==> src/rtl/serializer_pkg.sv <==
// Shared types and constants for the serializer.
package serializer_pkg;

   typedef enum logic {
      IDLE = 1'b0,
      SEND = 1'b1
   } state_t;

   localparam int SER_MIN_LEN = 3;

endpackage

==> src/rtl/serializer.sv <==
// Parallel-to-serial converter, MSB first, with per-bit valid.
// Optional gapless word chaining via SERIALIZER_BACK_TO_BACK_EN.
module serializer
   import serializer_pkg::*;
#(
   parameter int DATA_BUS_WIDTH = 16,
   parameter int MOD_WIDTH      = $clog2(DATA_BUS_WIDTH)
) (
   input  logic                      clk_i,
   input  logic                      arst_n_i,
   input  logic [DATA_BUS_WIDTH-1:0] data_i,
   input  logic [MOD_WIDTH-1:0]      data_mod_i,
   input  logic                      data_val_i,
   output logic                      ready_o,
   output logic                      ser_data_o,
   output logic                      ser_data_val_o,
   output logic                      busy_o
);

   localparam logic [MOD_WIDTH:0] FULL_LEN = (MOD_WIDTH + 1)'(DATA_BUS_WIDTH);
   localparam logic [MOD_WIDTH:0] MIN_LEN  = (MOD_WIDTH + 1)'(SER_MIN_LEN);
   localparam logic [MOD_WIDTH:0] ONE      = (MOD_WIDTH + 1)'(1);

   state_t                    r_state;
   state_t                    w_nextState;
   logic [DATA_BUS_WIDTH-1:0] r_shift;
   logic [MOD_WIDTH:0]        r_cnt;
   logic [MOD_WIDTH:0]        w_len;
   logic                      w_lenOk;
   logic                      w_accept;
   logic                      w_sending;
   logic                      w_lastBit;
   logic                      w_load;

   assign w_len     = (data_mod_i == '0) ? FULL_LEN : {1'b0, data_mod_i};
   assign w_lenOk   = (w_len >= MIN_LEN);
   assign w_sending = (r_state == SEND);
   assign w_lastBit = w_sending && (r_cnt == '0);
   assign w_accept  = data_val_i && ready_o;

`ifdef SERIALIZER_BACK_TO_BACK_EN
   assign ready_o = !w_sending || w_lastBit;
`else
   assign ready_o = !w_sending;
`endif

   // State is a flop, so busy/valid carry no combinational path from inputs.
   assign busy_o         = w_sending;
   assign ser_data_val_o = w_sending;
   assign ser_data_o     = r_shift[DATA_BUS_WIDTH-1] & w_sending;

   always_ff @(posedge clk_i or negedge arst_n_i) begin
      if (!arst_n_i) begin
         r_state <= IDLE;
      end else begin
         r_state <= w_nextState;
      end
   end

   // Short words (len < 3) are consumed by the accept but never loaded.
   always_comb begin
      w_nextState = r_state;
      w_load      = 1'b0;
      unique case (r_state)
         IDLE: begin
            if (w_accept && w_lenOk) begin
               w_nextState = SEND;
               w_load      = 1'b1;
            end
         end
         SEND: begin
            if (w_lastBit) begin
               if (w_accept && w_lenOk) begin
                  w_load = 1'b1;
               end else begin
                  w_nextState = IDLE;
               end
            end
         end
         default: begin
            w_nextState = IDLE;
         end
      endcase
   end

   always_ff @(posedge clk_i or negedge arst_n_i) begin
      if (!arst_n_i) begin
         r_shift <= '0;
      end else if (w_load) begin
         r_shift <= data_i;
      end else if (w_sending) begin
         r_shift <= {r_shift[DATA_BUS_WIDTH-2:0], 1'b0};
      end
   end

   // Counter holds bits remaining after the current one; one extra bit fits len = width.
   always_ff @(posedge clk_i or negedge arst_n_i) begin
      if (!arst_n_i) begin
         r_cnt <= '0;
      end else if (w_load) begin
         r_cnt <= w_len - ONE;
      end else if (w_sending && (r_cnt != '0)) begin
         r_cnt <= r_cnt - ONE;
      end
   end

endmodule

==> config.mk <==
export PLATFORM = sky130hd
export DESIGN_NAME = serializer
export DESIGN_NICKNAME = d
export VERILOG_FILES = /design/src/rtl/serializer_pkg.sv /design/src/rtl/serializer.sv
export SDC_FILE = /design/constraint.sdc
export NUM_CORES = 1
export LEC_CHECK = 0
export ABC_AREA = 1
export CAP_MARGIN = 20
export CELL_PAD_IN_SITES_DETAIL_PLACEMENT = 0
export CELL_PAD_IN_SITES_GLOBAL_PLACEMENT = 1
export CORE_ASPECT_RATIO = 1.4
export CORE_UTILIZATION = 39
export DETAILED_ROUTE_END_ITERATION = 7
export PLACE_DENSITY_LB_ADDON = 0.08
export SYNTH_ARGS = -nofsm -noshare
export SYNTH_HDL_FRONTEND = slang
export SYNTH_SLANG_ARGS = --single-unit
==> constraint.sdc <==
create_clock -name clk_i -period 5.01 [get_ports clk_i]
set_clock_uncertainty 0.2 [all_clocks]
set_input_delay 1.002 -clock clk_i [delete_from_list [all_inputs] [get_ports clk_i]]
set_output_delay 1.002 -clock clk_i [all_outputs]
set_load 0.1 [all_outputs]
### Word-level counts from Yosys, hierarchy flattened

Index checks and enable logic that the tools add are counted.
Widths: inputs -> output; s select.

* register bits: 22
* bits in latches: 0
* memory bits (writable): 0
* memory bits (read-only): 0
* output and inout bits: 4
* word-level logic and storage cells: 28
* memories kept: 0

* $add $sub $neg: 2
* $mul: 0
* div/mod/pow operators: 0
* order comparisons: 1
* equality and inequality tests: 0
* shifts and indexed selects: 0
* muxes and demuxes: 10
* bitwise gates (word level): 2
* reductions and logical operators: 10

Operator list (number)
* $mux 16: 2
* $mux 5: 3
* $sub 5x1->5 const B: 2
* $ge 5x2->1 const B: 1
* $logic_not 5->1: 1
* $reduce_bool 5->1: 1
* $logic_and 1x1->1: 4
* $logic_not 4->1: 1
* $pmux 1 s2: 2
* $reduce_bool 2->1: 2
* $mux 1: 3
* $and 1x1->1: 1
* $logic_not 1->1: 1
* $not 1->1: 1

### Logic depth before layout (Yosys ltp)

Gate-level depths: netlist of run 1.

* depth in word-level cells: 8
* gate-level depth with buffers: 12

### Worst setup path after synthesis of run 1

Ideal clock, no wire load.

* path kind: register -> output
* start point: reg r_state (netlist: busy_o)
* end point: out ready_o
* arrival: 1800 ps
* slack: 2008 ps
* cell stages (with the launch flop): 3
* buffers on the path: 1
* cells stage by stage: dfrtp_1 > inv_1 > buf_2

* cells in the longest elaborated chain, start to end: 1

RTL lines
* from (decl): line serializer.sv:24 `state_t r_state;`
* from (signal assigned): line serializer.sv:56 `r_state <= w_nextState;`
* $logic_not 1->1: line serializer.sv:44 `assign ready_o = !w_sending;`
* to (decl): line serializer.sv:14 `output logic ready_o,`

Every way passes these cells.

### Final worst setup path of run 1

Same ends and word-level chain as after synthesis.

==> impl_metrics.env, run 1 <==
export IMPL_power_total_mw=0.892
export IMPL_vias=1039
export IMPL_postCtsSetupBuffers=0
export IMPL_dieArea_mm2=0.00339
export IMPL_htree_levels=1
export IMPL_chipHeight_um=68.5
export IMPL_initial_core_util=0.419
export IMPL_start_kind="flip-flop"
export IMPL_grt_overflow_total=0
export IMPL_cpLargestDelayFamily="buffers and inverters"
export IMPL_antenna_found_initial=0
export IMPL_grt_pass1_wl_um=4310
export IMPL_syn_area_mm2=0.00123
export IMPL_min_path_type="reg -> reg"
export IMPL_grt_pass1_vias=1019
export IMPL_drtAntennaViolNets=0
export IMPL_rows=23
export IMPL_fp_dieW_um=49.5
export IMPL_clock_latency_ns=0.26
export IMPL_numCtsBuffers=3
export IMPL_clk_pin_slew_worst_paths_ns=0.08
export IMPL_critPathBufInv=2
export IMPL_tns_ns=0
export IMPL_criticalPathCategory="reg -> out"
export IMPL_synth_seq_area_share=0.447
export IMPL_grt_usage=0.170
export IMPL_ys_seq_elements=22
export IMPL_ir_drop_uv=325
export IMPL_fillerInstances=296
export IMPL_p_leak_nw=0.743
export IMPL_hold_viol=0
export IMPL_finalSetupViolCount=0
export IMPL_maxSlewHeadroom=0.334
export IMPL_wl_um=2490
export IMPL_synthDominantCellAreaShare=0.447
export IMPL_dr_pass1_iters=4
export IMPL_max_freq_ghz=0.274
export IMPL_place_area_mm2=0.00150
export IMPL_diodes=0
export IMPL_final_cell_area_mm2=0.00157
export IMPL_hold_buffers=0
export IMPL_area_growth_pct=27.6
export IMPL_crit_path_max_fanout=16
export IMPL_core_area_mm2=0.00294
export IMPL_dr_first_iter_drc_count=29
export IMPL_fin_crit_sh=0.729
export IMPL_root_buffer="clkbuf_8"
export IMPL_tightest_slew_ns=0.996
export IMPL_cts_tree="done"
export IMPL_fin_nets=200
export IMPL_powerDensity_mw_per_mm2=568
export IMPL_end_kind="primary output"
export IMPL_drc=0
export IMPL_status="completed"
export IMPL_yosys_warnings=0
export IMPL_cp_data_arrival_time_ns=2.45
export IMPL_synth_top_area_cell="dfrtp_1"
export IMPL_io_pins=27
export IMPL_rsz0062_at_grt="false"
export IMPL_synth_area_top_cells="dfrtp_1 (45%), nand2_1 (12%), inv_1 (9.1%), o221ai_1 (8.5%), nand3_1 (5.3%)"
export IMPL_grt_max_degree=23
export IMPL_postSynthAreaPerCell_um2=8.32
export IMPL_dpl_hpwl_um=1910
export IMPL_place_gp_congestion=0.739
export IMPL_final_layout_size_suffix_gt1_frac=0.0920
export IMPL_clock_path_buffers=2
export IMPL_syn_nets=172
export IMPL_cts_resized=0
export IMPL_numPortBuffers=26
export IMPL_routedWlPerCell_um=11.8
export IMPL_ys_types=22
export IMPL_timing_final_crit_period_ns=3.65
export IMPL_syn_inst=148
export IMPL_finalMaxSlewViolations=0
export IMPL_max_cap_violations=0
export IMPL_vias_per_cell=4.92
export IMPL_worstPathRequired_ns=3.81
export IMPL_cts_sinks=22
export IMPL_hold_ws_ns=0.299
export IMPL_critical_path_max_stage_delay_ns=1.24
export IMPL_path_cells="inv_1 -> clkdlybuf4s50_1"
export IMPL_slowest_stage="clkdlybuf4s50_1"
-- placed cells by master, fill, tap and decap left out, types with 2 or more instances in the layout --
cell type        instances
nand3_1                 13
nor2_1                   3
nand2_1                 38
nand2_2                  6
dfrtp_1                 22
inv_1                   30
nand4_1                  2
o21ai_1                  5
clkdlybuf4s50_1         26
o221ai_1                12
o21ai_0                  3
o211ai_1                 2
clkbuf_8                 3
-- cell usage after synthesis --
cell and number:
buf_6 2, inv_2 1, buf_2 1, ha_1 1
nand3_1 13, nand4_1 2, o211ai_1 2, nand3_4 1
o21ai_1 5, buf_4 1, a22oi_1 1, dfrtp_1 22
nand2_2 6, nand2_4 1, nor2_1 3, nand2_8 1
inv_1 30, nor2_4 1, o21ai_0 3, nor2_8 1
o221ai_1 12, nand2_1 38
-- state kept, by name, summed over array words and instances (netlist names) --
register / cells
busy_o: 1
r_cnt: 5
r_shift: 16
-- routing by layer --
layer	part of all wire	vias up	GRT usage
met5	0	-	0
met4	0.017	0	0.0750
met3	0.030	4	0.0200
met2	0.53	25	0.325
met1	0.42	475	0.189
li1	-	535	-
-- final timing paths --
| check | cells past startpoint | slack [ns] | startpoint | endpoint |
|---|---|---|---|---|
| max in group asynchronous | 2 | 3.49 | arst_n_i | r_cnt[4]$_DFFE_PN0P_ |
| worst max-delay path | 2 | 1.36 | busy_o$_DFF_PN0_ | ready_o |
| min in group asynchronous | 1 | 0.76 | arst_n_i | r_shift[12]$_DFFE_PN0P_ |
| worst min register to register | 2 | 0.30 | r_cnt[1]$_DFFE_PN0P_ | r_cnt[1]$_DFFE_PN0P_ |
| worst max register to register | 9 | 3.13 | busy_o$_DFF_PN0_ | r_cnt[4]$_DFFE_PN0P_ |
| worst min-delay path | 2 | 0.30 | r_cnt[1]$_DFFE_PN0P_ | r_cnt[1]$_DFFE_PN0P_ |
-- worst reg2reg max path: stages (launching register included) --
cell	delay [ns]
dfrtp_1	0.50
nor2_8	0.24
nand3_1	0.15
nand2_2	0.11
ha_1	0.19
inv_1	0.05
nor2_1	0.13
nand3_1	0.08
nand3_1	0.07
nand2_1	0.05
-- power breakdown --
| group | total [mW] | leakage, nW | switching (mW) | internal [mW] |
|---|---|---|---|---|
| Clock | 0.107 | 0.0216 | 0.0538 | 0.0536 |
| Combinational | 0.488 | 0.449 | 0.330 | 0.158 |
| Sequential | 0.297 | 0.273 | 0.0371 | 0.260 |
| Total | 0.892 | 0.743 | 0.421 | 0.471 |
-- per-stage QoR --
step | setup slack [ns] | util | instances
3_3_place_gp | 1.64 | 0.512 | 207
2_1_floorplan | 2.01 | - | 148
3_5_place_dp | 1.65 | 0.512 | 207
5_1_grt | 1.27 | 0.535 | 211
6_report | 1.36 | 0.535 | 211
4_1_cts | 1.35 | 0.526 | 210
-- cell families (layout without fill, tap and decap cells) --
group           after synthesis  count (layout)  synth area share
buf+inv                      35              61             0.123
fa+ha+maj                     1               1            0.0102
compound gates               23              23             0.136
simple gates                 67              67             0.284
flops                        22              22             0.447
-- layout make-up --
cell class	count	area [um^2]	area share
Tap cell	37	46.3	0.0295
Inverter	31	116	0.0740
Timing Repair Buffer	27	288	0.183
Multi-Input combinational cell	91	529	0.337
Sequential cell	22	551	0.350
Clock buffer	3	41.3	0.0263
Power figures use the tool's default switching activity.
==> inputs of run 2 (changes only) <==
--- a/config.mk
+++ b/config.mk
@@ -10,7 +10,7 @@
 export CELL_PAD_IN_SITES_DETAIL_PLACEMENT = 0
 export CELL_PAD_IN_SITES_GLOBAL_PLACEMENT = 1
 export CORE_ASPECT_RATIO = 1.4
-export CORE_UTILIZATION = 39
+export CORE_UTILIZATION = 36
 export DETAILED_ROUTE_END_ITERATION = 7
 export PLACE_DENSITY_LB_ADDON = 0.08
 export SYNTH_ARGS = -nofsm -noshare
==> constraint.sdc (replaced) <==
create_clock -name clk_i -period 3.4 [get_ports clk_i]
set_clock_uncertainty 0.2 [all_clocks]
set_input_delay 0.68 -clock clk_i [delete_from_list [all_inputs] [get_ports clk_i]]
set_output_delay 0.68 -clock clk_i [all_outputs]
set_load 0.1 [all_outputs]
==> run 2 against run 1 <==
Clock power increased by 72%. Combinational power increased by 47%. Largest cell class unchanged. Count of clock-buffer cells in the layout increased by 1. Sequential cell count unchanged. Die area increased by 8.0%. Critical path type is now in -> reg. Register-to-register slack got worse by 1.7 ns. Design area decreased by 0.40%. Global-route usage decreased by 0.70 points. Setup slack got worse by 0.35 ns. Worst hold slack improved by 0.0031 ns. Critical path depth increased by 10. Non-clock buffer count increased by 1.
==> impl_metrics.env, run 2 (synthesis results as in run 1) <==
export IMPL_seqCellArea_um2=551
export IMPL_hp_start="r_cnt[1]$_DFFE_PN0P_"
export IMPL_setup_ws_ns=1.00
export IMPL_grt_max_degree=23
export IMPL_drtAntennaViolNets=0
export IMPL_tightest_slew_ns=0.374
export IMPL_cts_sinks=22
export IMPL_max_freq_ghz=0.417
export IMPL_vias_per_cell=4.80
export IMPL_chipHeight_um=71.2
export IMPL_min_to="r_cnt[1]$_DFFE_PN0P_"
export IMPL_finalSetupViolCount=0
export IMPL_dieArea_mm2=0.00366
export IMPL_postCtsSetupBuffers=0
export IMPL_maxSlewHeadroom=0.751
export IMPL_rr_endpoint="r_cnt[2]$_DFFE_PN0P_"
export IMPL_fp_dieW_um=51.4
export IMPL_fillerInstances=326
export IMPL_mostFrequentLayoutCells="nand2_1 (38), inv_1 (30), dfrtp_1 (22), clkdlybuf4s50_1 (22), nand3_1 (13)"
export IMPL_cts_tree="done"
export IMPL_routedWlPerCell_um=11.7
export IMPL_powerDensity_mw_per_mm2=858
export IMPL_numPortBuffers=26
export IMPL_clk_pin_slew_worst_paths_ns=0.07
export IMPL_final_core_util=0.492
export IMPL_cp_data_arrival_time_ns=2.35
export IMPL_clock_latency_ns=0.26
export IMPL_numCtsBuffers=3
export IMPL_p_comb_frac=0.535
export IMPL_tns_ns=0
export IMPL_place_area_mm2=0.00151
export IMPL_timing_final_crit_period_ns=2.40
export IMPL_dp_slack_ns=0.728
export IMPL_r2r_start="busy_o$_DFF_PN0_"
export IMPL_dr_pass1_iters=4
export IMPL_status="completed"
export IMPL_end_kind="flip-flop"
export IMPL_path_cells="clkdlybuf4s50_1 -> nor2_4 -> nand3_4 -> nand2_8 -> nand2_1 -> nand2_2 -> ha_1 -> inv_1 -> nor2_1 -> nand3_1 -> nand3_1 -> nand2_1"
export IMPL_area_growth_pct=27.1
export IMPL_core_area_mm2=0.00318
export IMPL_min_path_type="reg -> reg"
export IMPL_largest_register_ffs=16
export IMPL_clock_path_buffers=2
export IMPL_cts_resized=0
export IMPL_dpl_hpwl_um=1930
export IMPL_final_common_cell="nand2_1"
export IMPL_grt_pass1_vias=1062
export IMPL_hold_ws_ns=0.302
export IMPL_swShare=0.467
export IMPL_fin_nets=201
export IMPL_grt_overflow_total=0
export IMPL_diodes=0
export IMPL_switchingPower_mw=0.627
export IMPL_final_cell_area_mm2=0.00157
export IMPL_finalMaxSlewViolations=0
export IMPL_reg2reg_slack_ns=1.46
export IMPL_rsz0062_at_grt="false"
export IMPL_antenna_found_initial=0
export IMPL_worstPathRequired_ns=3.36
export IMPL_root_buffer="clkbuf_8"
export IMPL_regMostFlops="r_shift"
export IMPL_fin_crit_sh=0.705
export IMPL_hold_viol=0
export IMPL_slowest_stage="clkdlybuf4s50_1"
export IMPL_vias=1032
export IMPL_multi_input_area_um2=529
export IMPL_final_layout_size_suffix_gt1_frac=0.125
export IMPL_grt_usage=0.163
export IMPL_htree_levels=1
export IMPL_drc=0
export IMPL_wl_um=2520
export IMPL_place_gp_congestion=0.798
export IMPL_io_pins=27
export IMPL_r2r_cells=9
export IMPL_start_kind="primary input"
export IMPL_max_cap_violations=0
export IMPL_critical_path_max_stage_delay_ns=0.48
export IMPL_initial_core_util=0.387
export IMPL_p_leak_nw=0.752
export IMPL_dr_first_iter_drc_count=22
export IMPL_p_seq_frac=0.327
export IMPL_ir_drop_uv=427
export IMPL_criticalPathCategory="in -> reg"
export IMPL_hold_buffers=0
export IMPL_min_path_cells=2
export IMPL_rows=24
export IMPL_internal_power_mw=0.715
export IMPL_grt_pass1_wl_um=4450
export IMPL_power_frac_clock=0.137
export IMPL_crit_path_max_fanout=8
-- run 2: worst max-delay path by stage --
stage / startpoint / end / slack, ns / cells after the start
2_1_floorplan: busy_o$_DFF_PN0_ / ready_o / 0.72 / 2
3_3_place_gp: data_mod_i[2] / r_cnt[4]$_DFFE_PN0P_ / 0.81 / 12
3_5_place_dp: data_mod_i[2] / r_cnt[4]$_DFFE_PN0P_ / 0.73 / 12
4_1_cts: data_mod_i[2] / r_cnt[4]$_DFFE_PN0P_ / 1.01 / 12
5_1_grt: data_mod_i[2] / r_cnt[4]$_DFFE_PN0P_ / 0.84 / 12
6_report: data_mod_i[2] / r_cnt[4]$_DFFE_PN0P_ / 1.00 / 12
-- run 2: cell type report --
| type | count | area share |
|---|---|---|
| multi-input combinational | 91 | 0.338 |
| timing repair buffer | 28 | 0.169 |
| clock buffer | 4 | 0.0352 |
| inverter | 31 | 0.0743 |
| sequential | 22 | 0.352 |
| tap | 39 | 0.0312 |
-- run 2: routing by layer --
layer	routed length, um	global-route usage
met5	0	0
met2	1320	0.296
met4	59	0.0901
met3	56	0.0129
met1	1080	0.181
-- run 2: critical path: cells and delay by family --
family	cells	cell delay [ns]
simple gates	9	0.96
fa+ha+maj	1	0.19
buf+inv	2	0.53
-- run 2: power by group through the flow --
stage	Combinational, mW	Clock, mW	Sequential (mW)
floorplan	0.544	0	0.468
global placement	0.718	0	0.443
detailed placement	0.724	0	0.447
CTS	0.727	0.193	0.441
global route	0.803	0.203	0.451
finish	0.719	0.184	0.439
-- run 2: through the flow --
step,instances,total power [mW]
after floorplan,148,1.01
after global placement,211,1.16
after detailed placement,211,1.17
after CTS,215,1.36
after global routing,215,1.46
final,215,1.34
==> inputs of run 3 (changes only) <==
--- a/config.mk
+++ b/config.mk
@@ -10,7 +10,7 @@
 export CELL_PAD_IN_SITES_DETAIL_PLACEMENT = 0
 export CELL_PAD_IN_SITES_GLOBAL_PLACEMENT = 1
 export CORE_ASPECT_RATIO = 1.4
-export CORE_UTILIZATION = 36
+export CORE_UTILIZATION = 33
 export DETAILED_ROUTE_END_ITERATION = 7
 export PLACE_DENSITY_LB_ADDON = 0.08
 export SYNTH_ARGS = -nofsm -noshare
==> constraint.sdc (replaced) <==
create_clock -name clk_i -period 2 [get_ports clk_i]
set_clock_uncertainty 0.2 [all_clocks]
set_input_delay 0.4 -clock clk_i [delete_from_list [all_inputs] [get_ports clk_i]]
set_output_delay 0.4 -clock clk_i [all_outputs]
set_load 0.1 [all_outputs]
==> run 3 against run 2 <==
Die area increased by 8.8%. Design area increased by 13%. Via count increased by 7.5%. Clock power increased by 68%. Worst hold slack got worse by 0.021 ns. Critical path depth decreased by 9. Sequential cell count unchanged. Non-clock buffer count increased by 14. First-iteration DRC count increased by 14%. Largest cell class unchanged. Largest power group unchanged. Highest routed layer unchanged.
==> impl_metrics.env, run 3 (synthesis results as in run 1) <==
export IMPL_htree_levels=1
export IMPL_rows=25
export IMPL_grt_overflow_total=0
export IMPL_drc=0
export IMPL_fin_nets=215
export IMPL_top_layer_used="met4"
export IMPL_finalMaxSlewViolations=0
export IMPL_dr_wl_met3_um=63
export IMPL_fin_crit_sh=0.951
export IMPL_cts_tree="done"
export IMPL_final_common_cell="nand2_1"
export IMPL_regMostFlops="r_shift"
export IMPL_start_kind="flip-flop"
export IMPL_chipHeight_um=74.3
export IMPL_dpl_hpwl_um=2050
export IMPL_crit_path_max_fanout=6
export IMPL_clock_latency_ns=0.25
export IMPL_cp_data_arrival_time_ns=1.30
export IMPL_mostFrequentLayoutCells="nand2_1 (37), inv_1 (27), dfrtp_1 (21), clkdlybuf4s50_1 (17), buf_4 (16)"
export IMPL_diodes=0
export IMPL_maxSlewHeadroom=0.813
export IMPL_max_freq_ghz=0.526
export IMPL_setup_ws_ns=0.0985
export IMPL_seqCellArea_um2=552
export IMPL_grt_usage=0.150
export IMPL_vias_per_cell=4.82
export IMPL_r2r_cells=9
export IMPL_dieArea_mm2=0.00398
export IMPL_hold_viol=0
export IMPL_fillerInstances=353
export IMPL_drtAntennaViolNets=0
export IMPL_dr_pass1_iters=4
export IMPL_rr_endpoint="r_cnt[2]$_DFFE_PN0P_"
export IMPL_tns_ns=0
export IMPL_p_leak_nw=0.868
export IMPL_core_area_mm2=0.00347
export IMPL_worstPathRequired_ns=1.40
export IMPL_dr_first_iter_drc_count=25
export IMPL_io_pins=27
export IMPL_place_area_mm2=0.00167
export IMPL_initial_core_util=0.355
export IMPL_hold_ws_ns=0.280
export IMPL_numCtsBuffers=3
export IMPL_final_layout_size_suffix_gt1_frac=0.232
export IMPL_routedWlPerCell_um=11.2
export IMPL_rsz0062_at_grt="false"
export IMPL_grt_pass1_wl_um=4460
export IMPL_timing_final_crit_period_ns=1.90
export IMPL_finalSetupViolCount=0
export IMPL_vias=1109
export IMPL_powerDensity_mw_per_mm2=1440
export IMPL_r2r_start="busy_o$_DFF_PN0_"
export IMPL_wl_met2_um=1420
export IMPL_multi_input_area_um2=552
export IMPL_clock_path_buffers=2
export IMPL_wl_um=2570
export IMPL_min_path_type="in -> async"
export IMPL_grt_pass1_vias=1133
export IMPL_reg2reg_slack_ns=0.35
export IMPL_tightest_slew_ns=0.280
export IMPL_criticalPathCategory="reg -> out"
export IMPL_fp_dieW_um=53.6
export IMPL_numPortBuffers=26
export IMPL_dp_slack_ns=-0.250
export IMPL_ir_drop_uv=938
export IMPL_place_gp_congestion=0.796
export IMPL_clk_pin_slew_worst_paths_ns=0.07
export IMPL_grt_max_degree=23
export IMPL_m1WireLength_um=1070
export IMPL_largest_register_ffs=16
export IMPL_end_kind="primary output"
export IMPL_root_buffer="clkbuf_8"
export IMPL_postCtsSetupBuffers=0
export IMPL_antenna_found_initial=0
export IMPL_status="completed"
export IMPL_cts_sinks=22
export IMPL_area_growth_pct=43.4
export IMPL_max_cap_violations=0
export IMPL_final_cell_area_mm2=0.00177
[run 3: worst max-delay path, stage by stage (launching register included)]
cell and delay, ns:
dfrtp_2 0.42, buf_4 0.20, clkinvlp_4 0.21, buf_12 0.22
[run 3: metal layers]
layer  global-route usage  vias to the layer above
met3               0.0184                        2
met4               0.0526                        0
met5                    0                        -
met2                0.286                       16
met1                0.163                      524
li1                     -                      567
[run 3: worst max-delay path by stage]
stage | startpoint | end | slack, ns | cells after the start
6_report | busy_o$_DFF_PN0_ | ready_o | 0.1 | 3
2_1_floorplan | busy_o$_DFF_PN0_ | ready_o | -0.04 | 2
4_1_cts | busy_o$_DFF_PN0_ | ready_o | 0.01 | 3
3_5_place_dp | data_mod_i[2] | r_cnt[4]$_DFFE_PN0P_ | -0.25 | 12
5_1_grt | busy_o$_DFF_PN0_ | ready_o | 0.01 | 3
3_3_place_gp | data_mod_i[2] | r_cnt[4]$_DFFE_PN0P_ | -0.22 | 12
[run 3: metrics by stage]
| stage | utilization | std cells | power [mW] |
|---|---|---|---|
| 3_5_place_dp | 0.481 | 226 | 2.21 |
| 4_1_cts | 0.497 | 230 | 2.53 |
| 5_1_grt | 0.508 | 230 | 2.74 |
| 2_1_floorplan | - | 148 | 1.73 |
| 6_report | 0.508 | 230 | 2.54 |
| 3_3_place_gp | 0.481 | 226 | 2.20 |
[run 3: final cells by class]
class                   count  share of cell area
well taps                  40              0.0283
inverters                  31              0.0702
multi-input cells          91               0.313
clock buffers               4              0.0312
flip-flops and latches     22               0.313
repair buffers             42               0.245
[run 3: timing repair]
item | in CTS | in global routing
endpoints found under the setup margin | 0 | 3
hold buffers | 0 | 0
gates resized for setup | 0 | 12
[run 3: power breakdown]
group	total, mW	switching, mW	internal [mW]
Combinational	1.50	0.908	0.591
Sequential	0.734	0.0806	0.653
Clock	0.309	0.134	0.175
